`src/rtl/fwd_hazard_unit_pkg.sv`:
```
`default_nettype none
// ============================================================================
// Module  : fwd_hazard_unit_pkg
// Brief   : Shared register-address width, fwd_sel encoding and FSM state type.
// Revision: 1.0 - initial release
// ============================================================================
`ifndef REG_ADDRESS_LENGTH
`define REG_ADDRESS_LENGTH 5
`endif

package fwd_hazard_unit_pkg;

    localparam int unsigned FWD_SEL_W     = 3;
    localparam logic [2:0]  FWD_RF        = 3'd0;
    localparam logic [15:0] STALL_CNT_MAX = 16'hFFFF;

    typedef enum logic [0:0] {
        ST_IDLE  = 1'b0,
        ST_STALL = 1'b1
    } hazState_t;

    // Forwarding stage k is reported as k+1 so that 0 can mean "register file".
    function automatic logic [FWD_SEL_W-1:0] stgSel(input int unsigned k);
        return FWD_SEL_W'(k + 1);
    endfunction

endpackage

`default_nettype wire

```
`src/rtl/fwd_hazard_unit_fwd_match.sv`:
```
`default_nettype none
// ============================================================================
// Module  : fwd_match
// Brief   : Priority match of one source address against all forwarding stages.
// Revision: 1.0 - initial release
// ============================================================================
module fwd_match
    import fwd_hazard_unit_pkg::*;
#(
    parameter int unsigned REG_ADDR_W = `REG_ADDRESS_LENGTH,
    parameter int unsigned NUM_STG    = 2
) (
    input  logic [REG_ADDR_W-1:0]         src,
    input  logic [NUM_STG*REG_ADDR_W-1:0] stg_rd,
    input  logic [NUM_STG-1:0]            stg_regwrite,
    output logic [FWD_SEL_W-1:0]          sel
);

    // Scan oldest to youngest so the youngest matching stage wins.
    always_comb begin
        sel = FWD_RF;
        for (int k = NUM_STG - 1; k >= 0; k--) begin
            if (stg_regwrite[k]
                && (stg_rd[k*REG_ADDR_W +: REG_ADDR_W] != '0)
                && (stg_rd[k*REG_ADDR_W +: REG_ADDR_W] == src)) begin
                sel = stgSel(k);
            end
        end
    end

endmodule

`default_nettype wire

```
`src/rtl/fwd_hazard_unit.sv`:
```
`default_nettype none
// ============================================================================
// Module  : fwd_hazard_unit
// Brief   : Operand forwarding select plus load-use stall/bubble control.
// Revision: 1.0 - initial release
// ============================================================================
`ifndef REG_ADDRESS_LENGTH
`define REG_ADDRESS_LENGTH 5
`endif

module fwd_hazard_unit
    import fwd_hazard_unit_pkg::*;
#(
    parameter int unsigned REG_ADDR_W = `REG_ADDRESS_LENGTH,
    parameter int unsigned NUM_SRC    = 2,
    parameter int unsigned NUM_STG    = 2,
    parameter int unsigned LOAD_LAT   = 1
) (
    input  logic                          clk,
    input  logic                          rst,
    input  logic [NUM_SRC*REG_ADDR_W-1:0] ex_src,
    input  logic [NUM_STG*REG_ADDR_W-1:0] stg_rd,
    input  logic [NUM_STG-1:0]            stg_regwrite,
    input  logic [NUM_SRC*REG_ADDR_W-1:0] id_src,
    input  logic [NUM_SRC-1:0]            id_src_used,
    input  logic                          id_valid,
    input  logic                          ex_is_load,
    input  logic [REG_ADDR_W-1:0]         ex_rd,
    input  logic                          mem_wait,
    input  logic                          flush,
    output logic [NUM_SRC*3-1:0]          fwd_sel,
    output logic                          stall,
    output logic                          bubble,
    output logic [15:0]                   stall_count
);

    localparam logic [2:0] c_loadCnt = 3'(LOAD_LAT - 1);

    hazState_t   r_state;
    logic [2:0]  r_cnt;
    logic [15:0] r_stallCount;
    logic        w_hazard;
    logic        w_stallReq;

    generate
        for (genvar i = 0; i < NUM_SRC; i++) begin : g_src
            fwd_match #(
                .REG_ADDR_W (REG_ADDR_W),
                .NUM_STG    (NUM_STG)
            ) u_fwdMatch (
                .src          (ex_src[i*REG_ADDR_W +: REG_ADDR_W]),
                .stg_rd       (stg_rd),
                .stg_regwrite (stg_regwrite),
                .sel          (fwd_sel[i*3 +: 3])
            );
        end
    endgenerate

    always_comb begin
        w_hazard = 1'b0;
        if (id_valid && ex_is_load && (ex_rd != '0)) begin
            for (int i = 0; i < NUM_SRC; i++) begin
                if (id_src_used[i] && (id_src[i*REG_ADDR_W +: REG_ADDR_W] == ex_rd)) begin
                    w_hazard = 1'b1;
                end
            end
        end
    end

    // Stall is asserted in the detecting cycle itself; flush overrides everything.
    assign w_stallReq  = !flush && ((r_state == ST_STALL) || w_hazard);
    assign stall       = w_stallReq;
    assign bubble      = w_stallReq;
    assign stall_count = r_stallCount;

    always_ff @(posedge clk or posedge rst) begin
        if (rst) begin
            r_state      <= ST_IDLE;
            r_cnt        <= 3'd0;
            r_stallCount <= 16'd0;
        end else begin
            if (w_stallReq && (r_stallCount != STALL_CNT_MAX)) begin
                r_stallCount <= r_stallCount + 16'd1;
            end
            if (flush) begin
                r_state <= ST_IDLE;
                r_cnt   <= 3'd0;
            end else begin
                case (r_state)
                    ST_IDLE: begin
                        if (w_hazard) begin
                            r_state <= (LOAD_LAT > 1) ? ST_STALL : ST_IDLE;
                            r_cnt   <= c_loadCnt;
                        end
                    end
                    ST_STALL: begin
                        // A slow data memory freezes the countdown.
                        if (!mem_wait) begin
                            if (r_cnt == 3'd1) begin
                                r_state <= ST_IDLE;
                                r_cnt   <= 3'd0;
                            end else begin
                                r_cnt <= r_cnt - 3'd1;
                            end
                        end
                    end
                    default: begin
                        r_state <= ST_IDLE;
                        r_cnt   <= 3'd0;
                    end
                endcase
            end
        end
    end

endmodule

`default_nettype wire

```
`config.mk`:
```
export PLATFORM = sky130hd
export DESIGN_NAME = fwd_hazard_unit
export DESIGN_NICKNAME = d
export VERILOG_FILES = /design/src/rtl/fwd_hazard_unit_pkg.sv /design/src/rtl/fwd_hazard_unit_fwd_match.sv /design/src/rtl/fwd_hazard_unit.sv
export SDC_FILE = /design/constraint.sdc
export NUM_CORES = 1
export LEC_CHECK = 0
export ABC_AREA = 1
export CAP_MARGIN = 20
export CORE_UTILIZATION = 25
export CTS_CLUSTER_DIAMETER = 50
export DETAILED_ROUTE_END_ITERATION = 10
export PLACE_DENSITY = 0.57
export SYNTH_ARGS = -nofsm -noshare
export SYNTH_HDL_FRONTEND = slang
export SYNTH_SLANG_ARGS = --single-unit
```
`constraint.sdc`:
```
create_clock -name clk -period 1.7 [get_ports clk]
set_input_delay 0.34 -clock clk [delete_from_list [all_inputs] [get_ports clk]]
set_output_delay 0.34 -clock clk [all_outputs]
set_load 0.01 [all_outputs]
```
# Yosys cells after proc, flatten, opt, wreduce, memory -nomap -nowiden
# Cells that the tools add are included.
[totals]
in_bits = 45
out_inout_bits = 24
elab_cells = 50
ff_bits = 20
[op_classes]
bitwise = 1
addsub = 2
reduce_logical = 18
n_eq_ne = 10
muxes = 16
[op_table]
columns = ["op", "count"]
rows = [
  ["equality test 5 bit", 6],
  ["adder 16 x 1 -> 16 bit, second input constant", 1],
  ["!= test 16 bit, second input constant", 1],
  ["nonzero test 5 bit", 3],
  ["logical AND 1 bit", 12],
  ["2-to-1 mux 3 bit", 4],
  ["2-to-1 mux 2 bit", 4],
  ["2-to-1 mux 1 bit", 6],
  ["!= test 3 bit, second input constant", 2],
  ["case mux 3 bit (2 select lines)", 1],
  ["equality test 3 x 1 -> 1 bit, second input constant", 1],
  ["subtractor 3 x 1 -> 3 bit, second input constant", 1],
  ["case mux 1 bit (2 select lines)", 1],
  ["AND reduction 2 bit", 1],
  ["logical NOT 1 bit", 1],
  ["logical OR 1 bit", 1],
  ["inverter 1 bit", 1],
]

# Logic depth before layout (Yosys ltp)
[depth]
ltp_word = 8
mapped_depth = 12
mapped_depth_nobuf = 11

# Cells and area by module
# Synthesis repeated with hierarchy kept, for this count alone.
[hier_totals]
cells_unflattened = 337
hier_area_um2 = 1994.4
[modules_own_cells]
columns = ["module", "area_each_um2", "instances", "cells_per_inst"]
rows = [
  ["fwd_hazard_unit", 1544.0, 1, 233],
  ["fwd_match", 225.2, 2, 52],
]

# Worst setup path before layout
# No wires, ideal clock.
[synth_path]
kind = "in2out"
start = "input port ex_rd[3]"
end = "output port stall"
stages = 9
path_buffers = 1
arrival_ns = 1.188
slack_ns = 0.172
cell_sequence = "inv_1 nand2_1 nand2_1 nor2_1 nand3_1 nand2_1 nand2_2 a21oi_1 buf_4"
[synth_via]
elab_chain_len = 7
[synth_lines]
columns = ["element", "line_no", "text"]
rows = [
  ["start: declaration", "fwd_hazard_unit.sv:28", "input logic [REG_ADDR_W-1:0] ex_rd,"],
  ["equality test 5 bit", "fwd_hazard_unit.sv:63", "if (id_src_used[i] && (id_src[i*REG_ADDR_W +: REG_ADDR_W] == ex_rd)) begin"],
  ["logical AND 1 bit", "fwd_hazard_unit.sv:63", ""],
  ["2-to-1 mux 1 bit (2 in series)", "fwd_hazard_unit.sv:63", ""],
  ["2-to-1 mux 1 bit *", "fwd_hazard_unit.sv:61", "if (id_valid && ex_is_load && (ex_rd != '0)) begin"],
  ["logical OR 1 bit *", "fwd_hazard_unit.sv:71", "assign w_stallReq = !flush && ((r_state == ST_STALL) || w_hazard);"],
  ["logical AND 1 bit *", "fwd_hazard_unit.sv:71", ""],
  ["end: declaration", "fwd_hazard_unit.sv:32", "output logic stall,"],
]
# Mark *: on every way between the ends. The rest lies on a longest branch, timed or not.

# Worst setup path in the final report
[layout_path]
start = "input port stg_rd[8]"
end = "output port fwd_sel[1]"
[layout_via]
elab_chain_len = 5
[layout_lines]
columns = ["element", "line_no", "text"]
rows = [
  ["start: declaration", "fwd_hazard_unit.sv:22", "input logic [NUM_STG*REG_ADDR_W-1:0] stg_rd,"],
  ["nonzero test 5 bit", "fwd_hazard_unit_fwd_match.sv:24", "&& (stg_rd[k*REG_ADDR_W +: REG_ADDR_W] != '0)"],
  ["logical AND 1 bit", "fwd_hazard_unit_fwd_match.sv:24", ""],
  ["logical AND 1 bit *", "fwd_hazard_unit_fwd_match.sv:25", "&& (stg_rd[k*REG_ADDR_W +: REG_ADDR_W] == src)) begin"],
  ["2-to-1 mux 2 bit * (2 in series)", "fwd_hazard_unit_fwd_match.sv:23", "if (stg_regwrite[k]"],
  ["end: declaration", "fwd_hazard_unit.sv:31", "output logic [NUM_SRC*3-1:0] fwd_sel,"],
]
# Marks and branches as above.

==> flow_summary.yaml <==
floorplanning:
  core_area_mm2: 0.00687
  die_h_um: 86.6
  dieArea_mm2: 0.00750
  rows: 30
  start_util_pct: 26.0
  io_pins: 69
  die_x_um: 86.6
critical_path:
  cp.required_ps: 1360
  rr_endpoint: "stall_count[14]$_DFFE_PP0P_"
  reg2regPathDepth: 8
  slowest_stage: "clkdlybuf4s15_1"
  critical-path-top-delay-family: "simple AND/OR/NAND/NOR gates"
  cp-end-kind: "output pin"
  crit_start: "stg_rd[8]"
  reg2reg_slack_ps: 180
  path_buf_inv: 3
  cpPeakStageDelay_ps: 190
  crit_chain: "clkdlybuf4s15_1 > buf_4 > nor3_2 > nand2_1 > nand2_2 > nor2_2 > nand4_1 > nor2_1 > buf_2"
  reg2reg_from: "stall_count[1]$_DFFE_PP0P_"
  worstPathMaxFanout: 2
  critPathArrivalTime_ps: 1300
  path_class: "input pin to output pin"
  start_kind: "input pin"
sta:
  whs_ps: 401
  setup_viol: 0
  fmax_mhz: 608
  period_share_pct: 96.7
  finalHoldViolCount: 0
  tns_ps: 0
  timing.final.ws_setup_ps: 55.9
  rsz0062_at_grt: "yes"
  finClkSkew_ps: 7.76
  slew_viol_final: 0
  fin_crit_ps: 1640
yosys:
  yosysMostFrequentCell: "nand2_1"
  syn_inst: 266
  synth_edf_count: 0
  ys_warn_count: 0
  synth_seq_cells: 20
  synth_top_family_by_area: "simple AND/OR/NAND/NOR gates"
  ys_top_cells_by_area: "dfrtp_1 28%, nand2_1 18%, xnor2_1 8.3%"
  netlist_area_mm2: 0.00179
  synth_xor_area_share_pct: 14.7
  seq_area_frac_synth_pct: 28.0
  yosys.area.top_type: "dfrtp_1"
  yosys.area_share.adder_pct: 2.10
  synth_area_per_cell_um2: 6.73
  synth_compound_area_share_pct: 1.33
  netlist_top_cells_count: "86 x nand2_1, 31 x inv_1, 25 x nor2_1"
  yosysUniqueCellTypes: 27
  synthMuxAreaShare_pct: 0
  dominantRegCellSynth: "dfrtp_1"
  synth_top_area_share_pct: 28.0
  synth-simple-area-share_pct: 43.3
  async_reset_ff_share_pct: 100
cells_and_area:
  fin_nets: 405
  utilization_pct: 40.3
  finalInstanceArea_mm2: 0.00277
  syn_to_final_growth_pct: 54.5
  drive_above_1_share_pct: 28.7
  diodes: 0
route:
  post_drt_wl_per_cell_um: 10.8
  drt_iter0_drc: 82
  ant_nets: 0
  dr.pass1.iters: 6
  via_per_inst: 4.37
  wirelength_mm: 4.89
  drc_errors: 0
  vias: 1977
global_routing:
  grt.total_usage_pct: 13.5
  gr-total-overflow: 0
  antenna_found_initial: 0
  grt_pass1_vias: 1925
  grt_max_degree: 22
  grt_pass1_wl_mm: 8.30
cts:
  cts_made_buffers: 3
  cts_num_sinks: 20
  htreeDepth: 1
  cts_root_buffer: "clkbuf_8"
  cts_tree: "done"
  cts.clk_slew.worst_paths_ps: 80
  clockBufferDepth: 2
  clk_latency_ps: 270
power_and_ir_drop:
  p_leak_nw: 1.39
  p_per_area_mw_per_mm2: 451
  max-vdd-ir-drop_mv: 0.218
worst_hold_path:
  hold_class: "input pin to async pin"
run:
  maxCapViolCount: 0
placement:
  hpwl_mm: 3.83
  place_ws_ps: -775
  port_buffers: 66
  place_congestion: 0.804
  place_area_mm2: 0.00271
run_status:
  outcome: "completed"
[metal layers]
metal  routed length (um)  share of wire, %  track usage, %
met2                 2470                50            24.9
met4                   31              0.63            1.97
met3                  190               3.9            2.19
met1                 2200                45            16.7
met5                    0                 0               0
[power breakdown]
| part | switching [W] | total (W) | internal [W] |
|---|---|---|---|
| clock | 0.000168 | 0.000375 | 0.000207 |
| sequential | 0.00000949 | 0.000499 | 0.000489 |
| combinational | 0.000182 | 0.000374 | 0.000191 |
[metrics by stage]
| step | power (W) | cells |
|---|---|---|
| 6_report | 0.00125 | 452 |
| 5_1_grt | 0.00131 | 452 |
| 4_1_cts | 0.00125 | 452 |
| 3_5_place_dp | 0.000883 | 447 |
| 3_3_place_gp | 0.000881 | 447 |
| 2_1_floorplan | 0.000656 | 267 |
[flip-flops by register name, indices dropped and copies added (netlist names)]
name         count
r_cnt            3
stall_count     16
r_state          1
[area by class of cell]
cell class | instances | area (um2)
tap | 96 | 120
fill | 744 | 4100
timing repair buffer | 94 | 726
sequential | 20 | 502
inverter | 32 | 120
clock buffer | 4 | 55.1
multi-input combinational | 206 | 1240
[how the worst max path moves through the flow]
| stage | slack, ps | endpoint | cells past startpoint |
|---|---|---|---|
| final | 60 | fwd_sel[1] | 9 |
| after global routing | -60 | fwd_sel[1] | 6 |
| after CTS | 1 | stall | 9 |
| after detailed placement | -770 | stall | 10 |
| after global placement | -790 | fwd_sel[4] | 6 |
| after floorplan | 170 | stall | 9 |
[timing repair]
action	in CTS	in global routing
cloned	0	0
pin swaps	25	32
hold buffers	0	0
endpoints found under the setup margin	22	23
gates resized for setup	107	54
setup buffers	1	0
[cells in the final DEF (no fill, tap or decap)]
cell             instances
inv_2                    5
nand3_2                  5
clkdlybuf4s15_1          7
nand3_1                 18
buf_2                   12
nand3_4                  1
clkbuf_8                 4
o21ai_4                  1
nand2_1                 81
nor3b_4                  1
dfrtp_1                 19
nor3_2                   3
clkdlybuf4s50_1         21
nand4_4                  1
nor2_2                   5
nand2_2                  7
xnor2_2                  2
xnor2_1                 15
clkdlybuf4s15_2          3
buf_4                   28
nor2_4                   2
nor4_4                   2
ha_1                     3
nor2_1                  21
inv_1                   27
dlymetal6s2s_1           1
conb_1                   2
a31oi_1                  1
dfrtp_2                  1
xor2_2                   1
nand4_1                 18
xor2_1                  12
dlygate4sd2_1            5
a21oi_2                  1
nor3_1                   2
clkbuf_2                17
a211oi_1                 1
[cell families (layout without fill, tap and decap cells)]
logic type / count (synthesis) / after routing
other: 1 / 2
AND/OR/NAND/NOR: 167 / 167
adder cells (fa/ha/maj): 3 / 3
buffers and inverters: 41 / 130
flip-flops: 20 / 20
AO/OA/AOI/OAI: 4 / 4
XOR/XNOR: 30 / 30
[tightest hold or removal path: cells and delay by family]
kind                   cells  cell delay (ps)
buffers and inverters      3              710
Note: power is estimated with default switching activity, not from simulation.
==> edit, RTL diff (same flow settings) <==
`NUM_STG` is set to 2 in 2 places; all go to 4.
--- a/src/rtl/fwd_hazard_unit_fwd_match.sv
+++ b/src/rtl/fwd_hazard_unit_fwd_match.sv
@@ -8,7 +8,7 @@
     import fwd_hazard_unit_pkg::*;
 #(
     parameter int unsigned REG_ADDR_W = `REG_ADDRESS_LENGTH,
-    parameter int unsigned NUM_STG    = 2
+    parameter int unsigned NUM_STG    = 4
 ) (
     input  logic [REG_ADDR_W-1:0]         src,
     input  logic [NUM_STG*REG_ADDR_W-1:0] stg_rd,
--- a/src/rtl/fwd_hazard_unit.sv
+++ b/src/rtl/fwd_hazard_unit.sv
@@ -13,7 +13,7 @@
 #(
     parameter int unsigned REG_ADDR_W = `REG_ADDRESS_LENGTH,
     parameter int unsigned NUM_SRC    = 2,
-    parameter int unsigned NUM_STG    = 2,
+    parameter int unsigned NUM_STG    = 4,
     parameter int unsigned LOAD_LAT   = 1
 ) (
     input  logic                          clk,
Ports: changed (resized stg_rd and stg_regwrite); port bits go from 69 to 81. No check against the original RTL was run, so the function may have changed too.
==> edit against the unedited design <==
- the run now ends with negative setup slack left
- power is 24% higher
- via count is 21% higher
- design area is 23% higher
- routed wire length is 39% higher
- sequential share of layout area is 3.4 points lower
- combinational power is 44% higher
- sequential cell count stayed put
- highest routed layer unchanged
- worst setup slack worse by 0.087 ns
- area after synthesis is 19% higher
- largest power group is now combinational cells
==> edit: results (changes against the unedited design) <==
ANT cells=1 (was 0); failing checks=negative setup slack; placed inst area=3226 sq um (was 2710 sq um); met2 WL=3374 um (was 2469 um); GRT met3 Usage=0.02346 (was 0.02190); initial antenna violation count=1 (was 0); Finish-stage setup viols=4 (was 0); switching part of the total=0.2929 (was 0.2885); post-DP HPWL=5188 um (was 3831 um); Final Skew=0.008283 ns (was 0.007759 ns); post-synthesis sequential area ratio=0.2352 (was 0.2797); total wire length=6788 um (was 4890 um); Met3 Routed Length=302 um (was 190 um); top cells by area, synth=dfrtp_1, nand2_1, xnor2_1 (unchanged); Netlist cell types=30 (was 27); Pleak=1.729 nW (was 1.390 nW); final worst setup slack=-0.03112 ns (was 0.05593 ns); Post-layout nets=497 (was 405); Multi-Input Combinational=253 (was 206); TritonRoute pass-1 iters=4 (was 6); fraction of area in multi-input gates=0.4699 (was 0.4493); Total GRT Usage=0.1536 (was 0.1348); Fillers=855 (was 744); status=finished with violations (was complete, no violations); GR Util met1=0.2004 (was 0.1671); crit-path max FO=4 (was 2); worst slack, placed=-0.9729 ns (was -0.7747 ns); grt met2 use=0.2663 (was 0.2489); inverter count=40 (was 32)
==> edit: cell types whose count changed after synthesis, moves of 3 or more <==
cell     before  now
xor2_1       13   18
nand2_1      86   98
nand4_1      18   24
nor2_1       25   32
inv_1        31   34
inv_2         1    5
buf_4         4    1
xnor2_1      17   29
o21ai_0       1    5
==> edit: worst max-delay path by stage <==
| stage | startpoint | to | slack [ns] | depth (start not counted) |
|---|---|---|---|---|
| final | stg_regwrite[2] | fwd_sel[2] | -0.03 | 8 |
| after global routing | ex_src[2] | fwd_sel[2] | -0.09 | 7 |
| after CTS | ex_src[3] | fwd_sel[2] | -0.008 | 8 |
| after detailed placement | ex_src[7] | fwd_sel[4] | -0.97 | 7 |
| after global placement | ex_src[6] | fwd_sel[4] | -1.02 | 7 |
| after floorplan | ex_src[2] | fwd_sel[1] | 0.09 | 6 |
==> edit: timing repair <==
action                                  CTS  global route
cloned                                    0             0
pin swaps                                52            35
resized for setup                       210            67
setup buffers                             4             8
endpoints found under the setup margin   26            25
